==> src/rtl/rst_release_sequencer.sv <==
// rst_release_sequencer
//   Builds the active-low RN inputs for the async-reset flops in the downstream
//   domains. Every output is forced low at once, with no clock, while the raw pin
//   reset RN is low. After RN rises, the outputs are released in step with CLK.
//   Release follows a hold period. Domains are then released one at a time, in
//   index order.
//   A synchronous software request (SW_RST_REQ) restarts the hold/stage sequence.
//   It does not restart the release synchroniser.
//
// Ports
//   CLK         in   1            clock, rising edge
//   RN          in   1            raw asynchronous active-low reset pin
//   SW_RST_REQ  in   1            synchronous software reset request (level)
//   RN_OUT      out  NUM_DOMAINS  per-domain active-low reset, async assert / sync release
//   DONE        out  1            all domains released
//   CAUSE_SW    out  1            most recent sequence was started by SW_RST_REQ
module rst_release_sequencer #(
  parameter int unsigned NUM_DOMAINS = 3,
  parameter int unsigned SYNC_STAGES = 2,
  parameter int unsigned HOLD_CYCLES = 16,
  parameter int unsigned GAP_CYCLES  = 4,
  parameter int unsigned CNT_W       = 8
) (
  input  logic                   CLK,
  input  logic                   RN,
  input  logic                   SW_RST_REQ,
  output logic [NUM_DOMAINS-1:0] RN_OUT,
  output logic                   DONE,
  output logic                   CAUSE_SW
);

  localparam int unsigned MAX_CNT = (HOLD_CYCLES > GAP_CYCLES) ? HOLD_CYCLES : GAP_CYCLES;
  // Wide enough to hold NUM_DOMAINS itself, the index value after the last release.
  localparam int unsigned IDX_W   = $clog2(NUM_DOMAINS + 1);

  localparam logic [CNT_W-1:0] HOLD_LAST = CNT_W'(HOLD_CYCLES - 1);
  localparam logic [CNT_W-1:0] GAP_LAST  = CNT_W'(GAP_CYCLES - 1);
  localparam logic [IDX_W-1:0] LAST_IDX  = IDX_W'(NUM_DOMAINS - 1);

  // Parameter sanity
  if (NUM_DOMAINS < 1) begin : g_chk_domains
    $error("rst_release_sequencer: NUM_DOMAINS must be >= 1");
  end
  if (SYNC_STAGES < 2) begin : g_chk_sync
    $error("rst_release_sequencer: SYNC_STAGES must be >= 2");
  end
  if (HOLD_CYCLES < 1) begin : g_chk_hold
    $error("rst_release_sequencer: HOLD_CYCLES must be >= 1");
  end
  if (GAP_CYCLES < 1) begin : g_chk_gap
    $error("rst_release_sequencer: GAP_CYCLES must be >= 1");
  end
  if ((64'd1 << CNT_W) <= 64'(MAX_CNT)) begin : g_chk_cnt
    $error("rst_release_sequencer: CNT_W too narrow for HOLD_CYCLES/GAP_CYCLES");
  end

  // Release synchroniser: shifts in a constant 1 and is cleared only by RN.
  logic [SYNC_STAGES-1:0] sync_q;
  logic                   rst_sync;

  always_ff @(posedge CLK or negedge RN) begin
    if (!RN) begin
      sync_q <= '0;
    end else begin
      sync_q <= {sync_q[SYNC_STAGES-2:0], 1'b1};
    end
  end

  assign rst_sync = sync_q[SYNC_STAGES-1];

  // Release sequencer
  typedef enum logic [1:0] {
    S_HOLD,
    S_STAGE,
    S_DONE
  } state_t;

  state_t                 state;
  logic [CNT_W-1:0]       cnt;
  logic [IDX_W-1:0]       dom_idx;
  logic [NUM_DOMAINS-1:0] rn_q;
  logic                   done_q;
  logic                   cause_q;

  always_ff @(posedge CLK or negedge RN) begin
    if (!RN) begin
      state   <= S_HOLD;
      cnt     <= '0;
      dom_idx <= '0;
      rn_q    <= '0;
      done_q  <= 1'b0;
      cause_q <= 1'b0;
    end else if (SW_RST_REQ) begin
      // The software request overrides any counting or release that would happen on this edge.
      state   <= S_HOLD;
      cnt     <= '0;
      dom_idx <= '0;
      rn_q    <= '0;
      done_q  <= 1'b0;
      cause_q <= 1'b1;
    end else begin
      case (state)
        S_HOLD: begin
          // The hold count starts only once the synchroniser has released.
          if (rst_sync) begin
            if (cnt == HOLD_LAST) begin
              rn_q[0] <= 1'b1;
              cnt     <= '0;
              dom_idx <= IDX_W'(1);
              if (NUM_DOMAINS == 1) begin
                state  <= S_DONE;
                done_q <= 1'b1;
              end else begin
                state <= S_STAGE;
              end
            end else begin
              cnt <= cnt + 1'b1;
            end
          end
        end
        S_STAGE: begin
          if (cnt == GAP_LAST) begin
            for (int unsigned d = 0; d < NUM_DOMAINS; d++) begin
              if (dom_idx == IDX_W'(d)) begin
                rn_q[d] <= 1'b1;
              end
            end
            dom_idx <= dom_idx + 1'b1;
            cnt     <= '0;
            if (dom_idx == LAST_IDX) begin
              state  <= S_DONE;
              done_q <= 1'b1;
            end
          end else begin
            cnt <= cnt + 1'b1;
          end
        end
        S_DONE: begin
          // Stay here until RN or SW_RST_REQ.
        end
        default: begin
          state <= S_HOLD;
        end
      endcase
    end
  end

  assign RN_OUT   = rn_q;
  assign DONE     = done_q;
  assign CAUSE_SW = cause_q;

endmodule
==> config.mk <==
export PLATFORM = sky130hd
export DESIGN_NAME = rst_release_sequencer
export DESIGN_NICKNAME = d
export VERILOG_FILES = /design/src/rtl/rst_release_sequencer.sv
export SDC_FILE = /design/constraint.sdc
export NUM_CORES = 1
export LEC_CHECK = 0
export ABC_AREA = 1
export ABC_CLOCK_PERIOD_IN_PS = 1300
export BUFFER_PORTS_ARGS = -buffer_cell sky130_fd_sc_hd__buf_2
export CORE_UTILIZATION = 50
export DETAILED_ROUTE_END_ITERATION = 6
export GPL_ROUTABILITY_DRIVEN = 0
export GPL_TIMING_DRIVEN = 0
export PLACE_DENSITY = 0.67
export RECOVER_POWER = 50
export SLEW_MARGIN = 20
export SYNTH_ARGS = -nofsm -noshare
export SYNTH_HDL_FRONTEND = slang
export SYNTH_SLANG_ARGS = --single-unit
==> constraint.sdc <==
create_clock -name CLK -period 1.3 [get_ports CLK]
set_clock_uncertainty 0.05 [all_clocks]
set_input_delay 0.26 -clock CLK [delete_from_list [all_inputs] [get_ports CLK]]
set_output_delay 0.26 -clock CLK [all_outputs]
set_load 0.02 [all_outputs]
==> flow_metrics.py <==
metrics = {
    "outcome": {
        "run_status": "finished, violations left",
        "violations": "setup timing",
    },
    "route": {
        "vias_per_cell": 5.14,
        "vias": 930,
        "wl_met1_um": 1120,
        "drtIter0Drc": 24,
        "wire_per_inst_um": 12.6,
        "top_layer": "met4",
        "routed_wl_um": 2270,
        "route.met3.wl_um": 87,
        "ant_nets": 0,
        "remaining_drc_errors": 0,
        "wl_met2_um": 1020,
        "drt-pass1-iter-count": 4,
    },
    "cts": {
        "h-tree-depth": 1,
        "clk_pin_slew_ns": 0.11,
        "cts_made_buffers": 3,
        "clockBufferDepth": 2,
        "worstSkewPairLatency_ns": 0.30,
        "ctsRootBufferMaster": "clkbuf_4",
        "cts_tree": "yes",
        "clock-sinks": 18,
    },
    "finish": {
        "n_antenna_cell": 0,
        "n_fill_cell": 167,
        "drive_gt1_share_pct": 39.0,
        "area_growth_pct": 31.0,
        "stdcell_count": 181,
        "num-nets-final": 162,
        "design_area_sq_mm": 0.00136,
    },
    "sta": {
        "hold_viol": 0,
        "setup_viol_count_final": 10,
        "setup_ws_ns": -0.161,
        "fin_crit_sh_pct": 112,
        "rsz0062_at_grt": "yes",
        "clock.fmax_mhz": 684,
        "post-route-min-period_ns": 1.46,
        "slew_violations": 0,
    },
    "logic_synthesis": {
        "synth_area_per_cell_sq_um": 8.00,
        "ys_ff_latch": 18,
        "ys_seq_area_share_pct": 43.3,
        "synth_top_area_cell": "dfrtp_1",
        "syn-num-nets": 137,
        "syn_area_sq_mm": 0.00104,
        "netlist-cell-type-count": 28,
        "synth_top_area_share_pct": 43.3,
        "yosysWarnings": 0,
        "synth_area_leaders": "dfrtp_1 (43%), nand2_1 (10%), nand3_1 (6.3%)",
        "synthCells": 130,
    },
    "worst_setup_path": {
        "cp_max_fo": 4,
        "start_kind": "register",
        "critical_path_class": "register to register",
        "worst_setup_path_end_kind": "register",
        "crit_required_ns": 1.45,
        "arrival_ns": 1.61,
    },
    "global_routing": {
        "grt_max_degree": 19,
        "track_usage_pct": 20.6,
        "grt_overflow": 0,
        "grt_pass1_vias": 765,
        "grt_pass1_wl_um": 3260,
        "antenna_found_initial": 0,
    },
    "pwr": {
        "power_frac_comb_pct": 46.2,
        "clkPwrFrac_pct": 16.9,
        "p_switching_mw": 0.856,
        "p_sw_share_pct": 41.1,
        "p_leak_nw": 0.638,
        "ir_worst_vdd_mv": 0.952,
        "power.internal_mw": 1.23,
        "pwr-share-seq_pct": 36.9,
        "powerDensity_mw_per_mm2": 1530,
    },
    "placement": {
        "postPlaceCellArea_sq_mm": 0.00113,
        "dp_hpwl_um": 1420,
        "io_buffers": 6,
        "dp_cells": 163,
        "pre_cts_ws_ns": -0.133,
    },
    "floorplan": {
        "pin_count": 8,
        "core_area_sq_mm": 0.00196,
        "floorplan.initialDensity_pct": 53.0,
        "rows": 16,
        "die_x_um": 47.6,
        "fp.dieH_um": 47.6,
        "die_area_sq_mm": 0.00227,
    },
    "job": {
        "drv_cap": 0,
    },
    "worst_hold_path": {
        "hp-class": "primary input to register",
    },
}
## registers in the layout, summed over array words and instances, names as in the netlist
signal	flops
dom_idx	2
RN_OUT	3
CAUSE_SW	1
cnt	8
sync_q	2
state	2
## power groups by stage
stage | clock, mW | combinational (mW) | sequential [mW]
2_1_floorplan | 0 | 0.530 | 0.796
4_1_cts | 0.369 | 0.780 | 0.760
3_3_place_gp | 0 | 0.665 | 0.790
6_report | 0.353 | 0.961 | 0.768
5_1_grt | 0.386 | 1.07 | 0.785
3_5_place_dp | 0 | 0.684 | 0.794
## critical path, cell delays in order, from the launching register on
cell	delay [ns]
dfrtp_1	0.41
ha_4	0.19
nand3_4	0.10
nor2_4	0.17
buf_4	0.13
buf_6	0.09
nand2_4	0.05
nand3_4	0.09
o21ai_1	0.08
## metal layers
metal	track usage (%)	vias up
met3	2.64	5
met2	31.8	20
li1	-	464
met5	0	-
met1	29.2	441
met4	8.89	0
## cell type report
type / instances / area (sq um) / area share [%]
Clock buffer: 4 / 36.3 / 2.66
Timing Repair Buffer: 21 / 155 / 11.4
Multi-Input combinational cell: 92 / 603 / 44.3
Inverter: 17 / 63.8 / 4.68
Buffer: 2 / 16.3 / 1.19
Tap cell: 27 / 33.8 / 2.48
Sequential cell: 18 / 454 / 33.3
## final timing paths
| kind | start | to | slack (ns) | cells past startpoint |
|---|---|---|---|---|
| min in group asynchronous | RN | cnt[7] | 0.36 | 2 |
| hold / removal | SW_RST_REQ | RN_OUT[1] | 0.17 | 2 |
| hold reg to reg | sync_q[0] | sync_q[1] | 0.32 | 0 |
| max in group asynchronous | RN | state[1] | 0.51 | 2 |
| setup reg to reg | cnt[0] | cnt[7] | -0.16 | 8 |
| setup / recovery | cnt[0] | cnt[7] | -0.16 | 8 |
## kinds of logic (layout without fill, tap and decap cells)
kind of cell	Yosys count	in the layout	share of synthesized area [%]
fa+ha+maj	4	4	4.81
xor+xnor	2	2	1.69
flops	18	18	43.3
buf+inv	20	44	8.42
other cells	1	1	0.361
simple gates	67	67	31.8
compound gates	18	18	9.63
## through the flow
step | hold WS [ns] | total power, mW | utilization (%) | TNS (ns)
floorplan | -0.0856 | 1.33 | - | 0
global placement | 0.156 | 1.45 | 57.8 | -0.610
detailed placement | 0.161 | 1.48 | 57.8 | -0.857
CTS | 0.161 | 1.91 | 64.5 | -0.206
global route | 0.174 | 2.25 | 69.5 | -2.08
finish | 0.170 | 2.08 | 69.5 | -1.34
## synth_stat cells (all sizes together)
library cell and n:
a21boi 1, a21o 1, a21oi 5, a22oi 1, buf 3, conb 1, dfrtp 18, ha 4
inv 17, nand2 31, nand3 14, nand3b 1, nand4 2, nor2 16, nor3 2, o21ai 9
o21bai 1, or2 1, xor2 2
## placed cells by master (no fill, tap or decap), types with 2 or more instances in the layout
cell,count
a21oi_1,3
nor2_2,3
inv_2,2
buf_6,3
nor2_4,6
nand3_1,11
inv_1,15
nand2_2,8
a21oi_2,2
clkbuf_4,3
ha_1,3
dfrtp_1,15
nor3_2,2
nor2_1,7
nand2_1,22
nand4_1,2
buf_4,13
o21ai_0,3
nand3_4,2
o21ai_1,5
buf_2,5
xor2_1,2
dfrtp_2,3
## timing repair
item                                   CTS  global route
buffers inserted                         8             6
endpoints found under the hold margin   18             0
hold buffers                             1             0
pin swaps                                4            10
setup endpoints to repair               10            14
resized for setup                        8            17
(Power assumes the default switching activity.)
